File: config.mk
export PLATFORM = sky130hd
export DESIGN_NAME = commit_regfile
export DESIGN_NICKNAME = d
export VERILOG_FILES = /design/src/rtl/commit_regfile.sv
export SDC_FILE = /design/constraint.sdc
export NUM_CORES = 2
export LEC_CHECK = 0
export CORE_MARGIN = 2
export CORE_UTILIZATION = 45
export CTS_BUF_LIST = sky130_fd_sc_hd__clkbuf_16
export CTS_CLUSTER_DIAMETER = 100
export DETAILED_ROUTE_END_ITERATION = 12
export GPL_TIMING_DRIVEN = 0
export PLACE_DENSITY = 0.68
export SYNTH_ARGS = -nofsm -noshare
export SYNTH_HDL_FRONTEND = slang
export SYNTH_SLANG_ARGS = --single-unit
File: constraint.sdc
create_clock -name clk -period 3.9 [get_ports clk]
set_input_delay 0.78 -clock clk [delete_from_list [all_inputs] [get_ports clk]]
set_output_delay 0.78 -clock clk [all_outputs]
set_load 0.005 [all_outputs]
File: src/rtl/commit_regfile.sv
// Architectural register file plus register-status (rename) table fed by the ROB head.
// Optional macro COMMIT_BYPASS_EN forwards the in-flight commit result to same-cycle lookups.
module commit_regfile #(
    parameter int NREG = 32,
    parameter int XLEN = 32,
    parameter int TAGW = 3
) (
    input  logic                     clk,
    input  logic                     rst_n,
    input  logic                     commit_valid,
    input  logic [$clog2(NREG)-1:0]  commit_idx,
    input  logic [XLEN-1:0]          commit_data,
    input  logic [TAGW-1:0]          commit_tag,
    input  logic                     issue_valid,
    input  logic [$clog2(NREG)-1:0]  issue_rd,
    input  logic [TAGW-1:0]          issue_tag,
    input  logic                     flush,
    input  logic [$clog2(NREG)-1:0]  rs1,
    input  logic [$clog2(NREG)-1:0]  rs2,
    output logic [XLEN-1:0]          rs1_value,
    output logic                     rs1_busy,
    output logic [TAGW-1:0]          rs1_tag,
    output logic [XLEN-1:0]          rs2_value,
    output logic                     rs2_busy,
    output logic [TAGW-1:0]          rs2_tag,
    output logic                     commit_ack,
    output logic [31:0]              retire_count
);

    localparam int IW = $clog2(NREG);

    logic [XLEN-1:0] regfile [NREG];
    logic [TAGW-1:0] tag_q   [NREG];
    logic [NREG-1:0] busy_q;
    logic [NREG-1:0] busy_d;
    logic [TAGW-1:0] tag_d   [NREG];

    // Per-register status update. Rule order gives the priorities:
    // commit clears a matching tag, a later issue overrides it, flush overrides everything.
    always_comb begin
        busy_d = busy_q;
        for (int i = 0; i < NREG; i++) begin
            tag_d[i] = tag_q[i];
            if (commit_valid && commit_idx == IW'(i) && tag_q[i] == commit_tag)
                busy_d[i] = 1'b0;
            if (issue_valid && issue_rd == IW'(i) && i != 0) begin
                busy_d[i] = 1'b1;
                tag_d[i]  = issue_tag;
            end
        end
        if (flush)
            busy_d = '0;
    end

    // NOTE: the register array is cleared in reset because software may read any
    // register before writing it; this costs a reset mux per bit but is required here.
    always_ff @(posedge clk) begin
        if (!rst_n) begin
            for (int i = 0; i < NREG; i++) begin
                regfile[i] <= '0;
                tag_q[i]   <= '0;
            end
            busy_q       <= '0;
            commit_ack   <= 1'b0;
            retire_count <= '0;
        end else begin
            busy_q     <= busy_d;
            tag_q      <= tag_d;
            commit_ack <= commit_valid;
            if (commit_valid)
                retire_count <= retire_count + 32'd1;
            if (commit_valid && commit_idx != '0)
                regfile[commit_idx] <= commit_data;
        end
    end

    logic [IW-1:0]   rs_idx  [2];
    logic [XLEN-1:0] rd_val  [2];
    logic            rd_busy [2];
    logic [TAGW-1:0] rd_tag  [2];

    assign rs_idx[0] = rs1;
    assign rs_idx[1] = rs2;

    // Zero-latency lookups; r0 and the reset state read as all zeros.
    always_comb begin
        for (int p = 0; p < 2; p++) begin
            rd_val[p]  = '0;
            rd_busy[p] = 1'b0;
            rd_tag[p]  = '0;
            if (rst_n && rs_idx[p] != '0) begin
                rd_val[p]  = regfile[rs_idx[p]];
                rd_busy[p] = busy_q[rs_idx[p]];
                rd_tag[p]  = tag_q[rs_idx[p]];
`ifdef COMMIT_BYPASS_EN
                if (commit_valid && commit_idx == rs_idx[p]) begin
                    rd_val[p] = commit_data;
                    if (tag_q[rs_idx[p]] == commit_tag)
                        rd_busy[p] = 1'b0;
                end
`endif
            end
        end
    end

    assign rs1_value = rd_val[0];
    assign rs1_busy  = rd_busy[0];
    assign rs1_tag   = rd_tag[0];
    assign rs2_value = rd_val[1];
    assign rs2_busy  = rd_busy[1];
    assign rs2_tag   = rd_tag[1];

endmodule
==> results.toml <==
[outcome]
status = "finished, violations left"
violations = "negative setup slack"

[cts]
cts.sinks = 1181
cts.clk_slew.worst_paths_ps = 60
cts_root_buffer = "clkbuf_16"
clock_latency_ps = 790
cts_tree = "done"
htreeDepth = 4
cts.path.max_buffers = 3
cts_buffers = 133

[finish]
nFillCells = 11807
layout-drive-gt1-share = 0.209
fin_util = 0.538
layout_commonest_cell = "edfxtp_1"
syn_to_final_growth_pct = 18.8
final_cell_mix = "edfxtp_1, and3_1, mux2i_1, and2_1, mux4_2"
nets = 5266
final_cell_count_no_fill = 7208

[yosys]
synth_edf_count = 1024
synth-simple-area-share = 0.141
synthCells = 4821
muxShareOfSynthArea = 0.230
synth_compound_area_frac = 0.0463
synth_xor_area_frac = 0.0168
synthAdderAreaFrac = 0.000195
ys.flop_type = "edfxtp_1"
synth_top_family_by_area = "multiplexers"
syn_area_um2 = 64200
post_synth_num_cell_types = 62
avgSynthCellArea_um2 = 13.3
ys_ff_latch = 1181
yosys_warnings = 0
yosysSeqAreaShare = 0.528
async_reset_ff_frac = 0

[floorplan]
die_h_um = 382
ios = 168
fp.dieArea_um2 = 146000
coreArea_um2 = 142000
start_util = 0.453
row_count = 138
die_x_um = 382

[pwr]
max-vdd-ir-drop_v = 0.000468
total_leakage_power_uw = 0.0287
power_density_nw_per_um2 = 424
p_total_uw = 32300

[timing]
setup_violations = 70
tightest_slew_ps = 1470
fin_crit_ps = 4150
clock_skew_ps = 29.5
slew_headroom = 0.0174
rsz0062_at_grt = "true"
fin_crit_sh = 1.06
drv_slew = 0
setup_slack_ps = -250
hold_viol = 0
whs_ps = 452
max_freq_ghz = 0.241

[detailed_routing]
viasPerCell = 7.00
drc = 0
initialDrtViolationCount = 9236
ant_nets = 0
vias = 50460
drtPass1Iterations = 8
routed_wl_mm = 295
wl_per_cell_um = 41.0

[hold_path]
hold_start = "issue_rd[3]"
hp-class = "in2reg"
holdPathEnd = "busy_q[20]"
holdPathStages = 4

[global_routing]
grt_pass1_wl_mm = 393
grt_pass1_vias = 48018
grtUsageTotal = 0.398
grt_max_degree = 33
antenna_found_initial = 22
gr-total-overflow = 0

[placement]
gp_congestion = 1.07
port_buffers = 155
dp_slack_ps = -1480
dp_hpwl_mm = 219
place_inst = 6932

[setup_path]
endpoint_kind = "flop"
worstSetupPathType = "in2reg"
r2r_setup_slack_ps = 1890
r2r_start = "retire_count[2]"
cpPeakStageDelay_ps = 1020
path_cells = "clkdlybuf4s50_1 -> nand2b_1 -> buf_1 -> nor2_1 -> clkbuf_2 -> clkbuf_1 -> and3_1"
worst-r2r-cell-count = 5
cp_max_fo = 11
slowest_stage = "buf_1"
crit_required_ps = 4420
cp.arrival_ps = 4670
r2r_end = "retire_count[31]"
start_kind = "input pin"

[run]
drv_cap = 0
[kinds of logic (layout without fill, tap and decap cells)]
kind of cell             count (synthesis)  in the layout
AND/OR/NAND/NOR                       1577           1577
flip-flops                            1181           1181
multiplexers                           955            955
buffers and inverters                  540            991
AO/OA/AOI/OAI                          443            443
XOR/XNOR                               123            123
adder cells (fa/ha/maj)                  1              1
other                                    1             47
[synthesized netlist by cell type, types with 4 or more instances]
cell type  instances  area, µm²
mux4_2           416       9370
a22o_1             8       70.1
buf_4             39        293
o21a_1             4       30.0
o2bb2ai_1          4       35.0
nand4_1           56        350
clkbuf_1         362       1360
a21oi_1          122        611
or2_1             22        138
nor2b_1           17        106
o22a_1            22        193
o41ai_1           11       96.3
nand2_1          142        533
nand2b_1          18        113
mux2i_1          539       5400
nand3_1          124        621
o221ai_1          23        201
a22oi_1          124        931
edfxtp_1        1024      30700
o21ai_0           37        185
a32oi_1            9       78.8
nor3_1             4       20.0
xor2_1            61        534
o22ai_1           51        319
and3_1           581       3630
a211o_1            4       35.0
xnor2_1           62        543
a21o_1            10       75.1
dfxtp_1          157       3140
buf_2            113        566
nor2_1           158        593
buf_1             10       37.5
and2_1           428       2680
buf_6             12        135
[critical path, delay by kind of cell]
| family | cells | cell delay [ps] |
|---|---|---|
| buffers and inverters | 4 | 2910 |
| AND/OR/NAND/NOR | 3 | 940 |
[flip-flops by register name, summed over array words and instances (netlist names)]
name          count
retire_count     32
commit_ack        1
busy_q           31
regfile        1024
tag_q            93
[per-layer routing]
metal,up-vias,GRT usage,share of wire
met4,8,0.307,0.095
met2,4583,0.559,0.41
li1,19383,-,-
met3,1015,0.132,0.15
met5,-,0,0.00014
met1,25471,0.506,0.34
[power by group]
| group | leakage (µW) | switching, µW | internal (µW) |
|---|---|---|---|
| sequential | 0.0110 | 341 | 14300 |
| clock | 0.00220 | 5550 | 7190 |
| combinational | 0.0155 | 3050 | 1820 |
| total | 0.0287 | 8950 | 23300 |
[metrics by stage]
step	instance area (µm²)	TNS, ps
4_1_cts	75600	-396
3_5_place_dp	69200	-543250
5_1_grt	76200	-105
6_report	76200	-5490
2_1_floorplan	64300	-15860
3_3_place_gp	68200	-2543540
[worst max-delay path by stage]
stage	startpoint	endpoint	cells past startpoint
4_1_cts	rs2[2]	rs2_value[5]	7
3_5_place_dp	rst_n	rs2_value[22]	9
6_report	commit_idx[3]	regfile[6][25]	7
3_3_place_gp	commit_valid	regfile[10][26]	4
2_1_floorplan	commit_idx[4]	regfile[18][0]	5
5_1_grt	commit_idx[3]	regfile[6][25]	7
[area by class of cell]
class / count / area, µm² / share of cell area
Timing Repair Buffer: 220 / 2620 / 0.0343
Clock inverter: 92 / 688 / 0.00903
Sequential cell: 1181 / 33900 / 0.445
Tap cell: 1890 / 2360 / 0.0310
Clock buffer: 144 / 3600 / 0.0473
Buffer: 531 / 3670 / 0.0481
Antenna cell: 15 / 37.5 / 0.000493
Multi-Input combinational cell: 3131 / 29300 / 0.384
Inverter: 4 / 30.0 / 0.000394
[repair_timing]
| action | in CTS | in global routing |
|---|---|---|
| setup buffers | 10 | 16 |
| endpoints found under the setup margin | 116 | 233 |
| hold buffers | 0 | 0 |
| gates cloned | 0 | 4 |
| resized for setup | 594 | 103 |
| pin swaps | 33 | 16 |
Note: power is estimated with default switching activity, not from simulation.
